`config.mk`:
```
export PLATFORM = sky130hd
export DESIGN_NAME = pipe_stage_reg
export DESIGN_NICKNAME = d
export VERILOG_FILES = /design/src/rtl/pipe_pkg.sv /design/src/rtl/pipe_sat_cnt.sv /design/src/rtl/pipe_stage_reg.sv
export SDC_FILE = /design/constraint.sdc
export NUM_CORES = 1
export LEC_CHECK = 0
export ABC_AREA = 1
export CORE_ASPECT_RATIO = 0.9
export CORE_MARGIN = 2
export CORE_UTILIZATION = 55
export CTS_CLUSTER_DIAMETER = 60
export DETAILED_ROUTE_END_ITERATION = 10
export GPL_TIMING_DRIVEN = 0
export PLACE_DENSITY_LB_ADDON = 0.3
export RECOVER_POWER = 100
export SYNTH_ARGS = -nofsm -noshare
export SYNTH_HDL_FRONTEND = slang
export SYNTH_SLANG_ARGS = --single-unit
```
`constraint.sdc`:
```
create_clock -name clk_i -period 2.6 [get_ports clk_i]
set_input_delay 0.52 -clock clk_i [delete_from_list [all_inputs] [get_ports clk_i]]
set_output_delay 0.52 -clock clk_i [all_outputs]
set_load 0.1 [all_outputs]
```
`src/rtl/pipe_pkg.sv`:
```
// Shared pipeline bundle widths, field offsets and stage-register state encoding.
package pipe_pkg;

  // Control-field widths
  localparam int unsigned WB_CTRL_W  = 2;
  localparam int unsigned M_CTRL_W   = 2;
  localparam int unsigned EX_CTRL_W  = 4;
  localparam int unsigned XLEN       = 32;
  localparam int unsigned REG_ADDR_W = 5;

  // EX/MEM bundle: control fields sit in the low-order bits
  localparam int unsigned EX_MEM_CTRL_W = WB_CTRL_W + M_CTRL_W;
  localparam int unsigned EX_MEM_W      = EX_MEM_CTRL_W + XLEN + XLEN + REG_ADDR_W;
  localparam int unsigned EX_MEM_M_LSB   = 0;
  localparam int unsigned EX_MEM_WB_LSB  = EX_MEM_M_LSB + M_CTRL_W;
  localparam int unsigned EX_MEM_RD_LSB  = EX_MEM_WB_LSB + WB_CTRL_W;
  localparam int unsigned EX_MEM_WD_LSB  = EX_MEM_RD_LSB + REG_ADDR_W;
  localparam int unsigned EX_MEM_ALU_LSB = EX_MEM_WD_LSB + XLEN;

  // ID/EX bundle: WB + M + EX control, two operands, immediate, destination
  localparam int unsigned ID_EX_CTRL_W = WB_CTRL_W + M_CTRL_W + EX_CTRL_W;
  localparam int unsigned ID_EX_W      = ID_EX_CTRL_W + 3 * XLEN + REG_ADDR_W;

  // MEM/WB bundle: WB control, memory data, ALU result, destination
  localparam int unsigned MEM_WB_CTRL_W = WB_CTRL_W;
  localparam int unsigned MEM_WB_W      = MEM_WB_CTRL_W + XLEN + XLEN + REG_ADDR_W;

  // EX/MEM payload; last field is least significant
  typedef struct packed {
    logic [XLEN-1:0]       alu;
    logic [XLEN-1:0]       wd;
    logic [REG_ADDR_W-1:0] rd;
    logic [WB_CTRL_W-1:0]  wb;
    logic [M_CTRL_W-1:0]   m;
  } ex_mem_t;

  // Occupancy of a skid-buffered stage
  typedef enum logic [1:0] {
    ST_EMPTY = 2'd0,
    ST_ONE   = 2'd1,
    ST_TWO   = 2'd2
  } stage_state_e;

endpackage

```
`src/rtl/pipe_sat_cnt.sv`:
```
// Saturating up-counter with synchronous clear and increment enable.
module pipe_sat_cnt #(
  parameter int unsigned W = 16
) (
  input  logic         clk_i,
  input  logic         clr_i,
  input  logic         inc_i,
  output logic [W-1:0] cnt_o
);

  localparam logic [W-1:0] CNT_MAX = '1;

  logic [W-1:0] r_cnt;

  // Count enabled events, sticking at all-ones instead of wrapping
  always_ff @(posedge clk_i) begin
    if (clr_i) begin
      r_cnt <= '0;
    end else if (inc_i && (r_cnt != CNT_MAX)) begin
      r_cnt <= r_cnt + W'(1);
    end
  end

  assign cnt_o = r_cnt;

endmodule

```
`src/rtl/pipe_stage_reg.sv`:
```
// Elastic pipeline-stage register: valid/ready handshake, flush, optional
// 2-entry skid buffer, control-field masking of bubbles, bubble counter.
module pipe_stage_reg
  import pipe_pkg::*;
#(
  parameter int unsigned DATA_W = EX_MEM_W,
  parameter int unsigned CTRL_W = EX_MEM_CTRL_W,
  parameter int unsigned SKID   = 1,
  parameter int unsigned CNT_W  = 16
) (
  input  logic              clk_i,
  input  logic              rst_i,
  input  logic              valid_i,
  output logic              ready_o,
  input  logic [DATA_W-1:0] data_i,
  input  logic              flush_i,
  output logic              valid_o,
  input  logic              ready_i,
  output logic [DATA_W-1:0] data_o,
  output logic [CNT_W-1:0]  bubble_cnt_o
);

  logic              w_valid;
  logic              w_ready;
  logic [DATA_W-1:0] w_main;
  logic              w_in_fire;
  logic              w_out_fire;
  logic              w_take;

  assign w_in_fire  = valid_i && w_ready;
  assign w_out_fire = w_valid && ready_i;
  // A beat accepted during a flush is consumed but never stored
  assign w_take     = w_in_fire && !flush_i;

  if (SKID != 0) begin : g_skid
    stage_state_e      r_state;
    logic [DATA_W-1:0] r_main;
    logic [DATA_W-1:0] r_skid;

    // Occupancy FSM: main holds the head beat, skid catches one beat of backpressure
    always_ff @(posedge clk_i) begin
      if (rst_i) begin
        r_state <= ST_EMPTY;
        r_main  <= '0;
        r_skid  <= '0;
      end else begin
        case (r_state)
          ST_EMPTY: begin
            if (w_take) begin
              r_main  <= data_i;
              r_state <= ST_ONE;
            end
          end
          ST_ONE: begin
            if (w_in_fire && w_out_fire) begin
              if (w_take) r_main <= data_i;
            end else if (w_out_fire) begin
              r_state <= ST_EMPTY;
            end else if (w_in_fire) begin
              if (w_take) r_skid <= data_i;
              r_state <= ST_TWO;
            end
          end
          ST_TWO: begin
            if (w_out_fire) begin
              r_main  <= r_skid;
              r_state <= ST_ONE;
            end
          end
          default: r_state <= ST_EMPTY;
        endcase
        if (flush_i) r_state <= ST_EMPTY;
      end
    end

    assign w_valid = (r_state != ST_EMPTY);
    // Ready comes from registered state only; reset holds it low
    assign w_ready = !rst_i && (r_state != ST_TWO);
    assign w_main  = r_main;
  end else begin : g_single
    logic              r_valid;
    logic [DATA_W-1:0] r_main;

    // Single register: load whenever the slot is empty or being drained
    always_ff @(posedge clk_i) begin
      if (rst_i) begin
        r_valid <= 1'b0;
        r_main  <= '0;
      end else if (flush_i) begin
        r_valid <= 1'b0;
      end else if (w_ready) begin
        r_main  <= data_i;
        r_valid <= valid_i;
      end
    end

    assign w_valid = r_valid;
    assign w_ready = !rst_i && (!r_valid || ready_i);
    assign w_main  = r_main;
  end

  assign valid_o = w_valid;
  assign ready_o = w_ready;
  assign data_o  = {w_main[DATA_W-1:CTRL_W], w_valid ? w_main[CTRL_W-1:0] : CTRL_W'(0)};

  pipe_sat_cnt #(
    .W(CNT_W)
  ) u_bubble_cnt (
    .clk_i (clk_i),
    .clr_i (rst_i),
    .inc_i (!w_valid && ready_i),
    .cnt_o (bubble_cnt_o)
  );

endmodule
```
# After elaboration in Yosys (flattened, before gate mapping)
# Index checks and enable logic that the tools add are counted.
# word_totals
inputBits	78
register_bits	164
elab_cells	44
out_inout_bits	91
# classes
n_eq_ne	9
bitwise	2
muxes	11
n_reduce_logical	17
addsub	1
# ops
operator	n
$mux W73	3
$pmux W73 S3	1
$add A16 B1 Y16 const B	1
$ne A16 B16 Y1 const B	1
$mux W2	5
$ne A2 B2 Y1 const B	5
$logic_and A1 B1 Y1	7
$pmux W2 S3	1
$reduce_and A5 Y1	1
$mux W4	1
$reduce_and A4 Y1	1
$logic_not A1 Y1	3
$ne A3 B3 Y1 const B	1
$reduce_and A3 Y1	1
$reduce_bool A3 Y1	1
$eq A2 B1 Y1 const B	1
$eq A2 B2 Y1 const B	1
$logic_not A2 Y1	1
$not A1 Y1	2
$reduce_bool A2 Y1	1
$reduce_or A2 Y1	1

# Depth between registers and ports, before layout
# logic_depth
depth_word	7
mapped_depth	11
mapped_depth_nobuf	10

# Modules after synthesis
# Synthesis repeated with hierarchy kept, for this count alone.
# unflattened
hier_cells	1245
hier_area_um2	8151.6
# modules_own_cells
module	instances	area_per_inst_um2	seq_area_each_um2	cells_per_inst
pipe_stage_reg	1	7221.9	2962.8	1096
pipe_sat_cnt	1	929.6	320.3	149

# Worst setup path after synthesis
# Ideal clock, no wire load.
# synth_timing
path_type	register -> output
from	reg g_skid.r_state[0]
to	out ready_o
path_stages_with_launch	6
required_ns	2.080
path_slack_ns	0.060
arrival_ns	2.020
n_path_buf	1
path_cell_list	dfxtp_1 > inv_2 > nand2_2 > inv_1 > clkbuf_1 > nor2_1
# synth_via
elab_chain_cells	2
# synth_rtl
element	line_no	rtl
from (decl)	pipe_stage_reg.sv:36	stage_state_e r_state;
from (signal assigned)	pipe_stage_reg.sv:43	r_state <= ST_EMPTY;
from (signal assigned)	pipe_stage_reg.sv:51	r_state <= ST_ONE;
from (signal assigned)	pipe_stage_reg.sv:58	r_state <= ST_EMPTY;
$ne A2 B2 Y1	pipe_stage_reg.sv:78	assign w_ready = !rst_i && (r_state != ST_TWO);
$logic_and A1 B1 Y1	pipe_stage_reg.sv:78	
to (decl)	pipe_stage_reg.sv:14	output logic ready_o,
# Every way passes these cells.

# Final worst setup path
# layout_timing
from	reg g_skid.r_main[32]
to	out data_o[32]
# layout_lines
element	line_no	rtl
from (decl)	pipe_stage_reg.sv:37	logic [DATA_W-1:0] r_main;
from (signal assigned)	pipe_stage_reg.sv:50	r_main <= data_i;
from (signal assigned)	pipe_stage_reg.sv:56	if (w_take) r_main <= data_i;
from (signal assigned)	pipe_stage_reg.sv:66	r_main <= r_skid;
to (decl)	pipe_stage_reg.sv:19	output logic [DATA_W-1:0] data_o,
# No word-level cell between the ends.

==> impl_metrics.toml <==
[run_status]
result_of_the_run = "finished clean"

[route]
average_via_count_per_standard_cell = 4.87
dr_total_vias = 7893
wirelength_um = 20100
detail-route-antenna-nets = 0
route.detailed.wl_per_inst_um = 12.4
drt_first_iter_violations = 644
first_pass_iters = 5
remaining_drc_errors = 0

[global_routing]
first_global_vias = 7048
grt_use_met1_pct = 35.2
grt_use_total_pct = 26.1
globalRouteOverflowTotal = 0
grt_first_pass_wirelength_um = 33600
grt_start_max_net_pins = 17
grt_util_met3_pct = 5.75
antenna_found_initial = 0
grt.busiest_layer = "met2"
grt_util_met2_pct = 42.1

[synthesis]
synth_area_um2 = 8060
synth_warnings = 0
synth.net_count = 1307
synth_cell_types = 25
synth-seq-cells = 164
async_flop_share_pct = 0
synth_top_flop_cell = "sky130_fd_sc_hd__dfxtp_1"
synth_area_leader_cell = "sky130_fd_sc_hd__dfxtp_1"
synth_sequential_area_ratio_pct = 40.8
syn-instance-count = 1228
proportion_of_netlist_area_held_by_the_largest_area_contributor_pct = 40.8
synth_area_per_cell_um2 = 6.56
synth-edff-count = 0
netlist_top_cells_area = "sky130_fd_sc_hd__dfxtp_1 (41%), sky130_fd_sc_hd__nand2_1 (12%), sky130_fd_sc_hd__nor2_1 (12%), sky130_fd_sc_hd__buf_4 (7.5%), sky130_fd_sc_hd__o21ai_0 (7.1%)"

[clock_network]
cts_sinks = 164
clkLatencyLatePin_ps = 430
tritoncts_clock_tree = "done"
cts_setup_buffers = 0
cts_made_buffers = 17
cts.htree.levels = 4
clkSlewWorstSetupHoldPaths_ps = 60
max-clock-path-buffers = 2
cts_root_buf = "sky130_fd_sc_hd__clkbuf_16"

[floorplanning]
io_pins = 169
initial_utilization_pct = 56.9
die_width_um = 132
dieArea_um2 = 15600
core_um2 = 14200
fp-row-count = 41
die-height_um = 119

[timing]
slew_viol_final = 0
slew_headroom_pct = 21.3
final.period_utilization_pct = 98.6
final.setup_skew_ps = 11.7
setup_viol = 0
min_period_ps = 2560
timing.final.ws_setup_ps = 35.7
finalHoldViolCount = 0
worst-slew-pin-transition_ps = 1190
rsz_0062_raised_after_global_routing = "no"
achievable-frequency_ghz = 0.390

[worst_setup_path]
cell_breakdown_of_the_critical_path = "clkbuf_4 -> clkdlybuf4s50_1"
critPathLaunchType = "flip-flop"
arrival_ps = 2040
cp_top_family = "buffers and inverters"
critPathSlowestCell = "sky130_fd_sc_hd__clkdlybuf4s50_1"
critical_path.max_stage_delay_ps = 1120
worst-setup-path-type = "flip-flop to primary output"
path_max_fanout = 2
end_kind = "primary output"
cp.buffers_inverters = 2
required_ps = 2080

[finish]
instances_no_fill = 1620
insertedDiodeCount = 0
finalNetCount = 1493
layout-drive-gt1-share_pct = 10.2
fillers = 1155
area.growth.synth_to_final_pct = 29.8

[place]
post-dp-hpwl_um = 14300
gpl.final_weighted_congestion = 0.825
place_ws_ps = -112
io_buffer_count = 167
post-place-cells = 1588

[worst_hold_path]
worst_hold_path_type = "primary input to flip-flop"

[pwr]
pwr_density_cell_nw_per_um2 = 601
total_leakage_power_nw = 4.67
ir_worst_vdd_mv = 0.557

[flow_run]
drv.max_cap_violation_count = 0
==> routing by layer <==
layer  wire length [um]  vias up  share of wire [%]
li1                   -     4081                  -
met1               9260     3509                 46
met2               9230      272                 46
met3               1300       31                6.5
met4                333        0                1.7
met5                  0        -                  0
==> worst paths after layout <==
check / from / end / slack (ps) / cells after the start
worst max-delay path: g_skid.r_main[32] / data_o[32] / 40 / 2
worst min-delay path: rst_i / u_bubble_cnt.cnt_o[0] / 420 / 2
worst max register to register: g_skid.r_state[0] / g_skid.r_main[63] / 250 / 10
worst min register to register: g_skid.r_skid[25] / g_skid.r_skid[25] / 450 / 2
==> synthesized netlist by cell type (all sizes together) (2+ instances only) <==
library cell  count
a21oi            44
buf             117
clkbuf           24
dfxtp           164
inv             131
nand2           267
nand3            79
nand4             3
nor2            263
nor3              8
o21ai           118
xnor2             2
xor2              4
==> layout by cell type (no fill, tap or decap), drive strengths merged, types with 3 or more instances in the layout <==
master / count
dfxtp: 164
clkinv: 6
nand2: 267
o21ai: 118
xor2: 4
clkbuf: 135
buf: 34
nand4: 3
nor3: 8
clkdlybuf4s50: 157
nor2: 263
inv: 131
nand3: 79
a21oi: 44
==> layout make-up <==
class	count	area [um2]	share of cell area [%]
clock inverter	10	105	1.01
tap	193	241	2.31
buffer	141	865	8.27
inverter	131	492	4.70
clock buffer	22	474	4.53
sequential	164	3280	31.4
multi-input combinational	792	3360	32.1
timing repair buffer	167	1640	15.7
==> cell families (layout without fill, tap and decap cells) <==
group	Yosys count	in the layout	share of synthesized area, %
buffers and inverters	272	471	17.4
AND/OR/NAND/NOR	621	621	30.6
adder cells (fa/ha/maj)	1	1	0.155
XOR/XNOR	6	6	0.652
AO/OA/AOI/OAI	164	164	10.3
flip-flops	164	164	40.8
==> repair_timing <==
| action | in CTS | in global routing |
|---|---|---|
| gates resized for setup | 9 | 10 |
| setup endpoints to repair | 6 | 7 |
| pin swaps | 0 | 0 |
| hold buffers | 0 | 0 |
==> worst register-to-register path, delay by kind of cell, from the launching register on <==
kind	cells	cell delay [ps]
flops	1	380
buf+inv	2	430
simple gates	8	1450
==> stage by stage <==
| stage | hold slack (ps) | instance area [um2] | power, W | utilization, % | TNS, ps |
|---|---|---|---|---|---|
| after global routing | 423 | 10500 | 0.00651 | 73.9 | 0 |
| after detailed placement | 439 | 9970 | 0.00388 | 70.4 | -112 |
| after floorplan | 425 | 8060 | 0.00354 | - | 0 |
| final | 423 | 10500 | 0.00629 | 73.9 | 0 |
| after global placement | 434 | 9970 | 0.00386 | 70.4 | -119 |
| after CTS | 409 | 10500 | 0.00632 | 74.5 | 0 |
==> where the power goes <==
part           internal [W]  switching [W]
registers           0.00259      0.0000392
logic              0.000398       0.000794
clock network       0.00148       0.000993
total               0.00446        0.00183
==> flip-flops by register name, summed over array words and instances (netlist names) <==
name / flops
u_bubble_cnt.cnt_o: 16
g_skid.r_state: 2
g_skid.r_skid: 73
g_skid.r_main: 73
No activity file was read; power rests on OpenSTA's default activity.
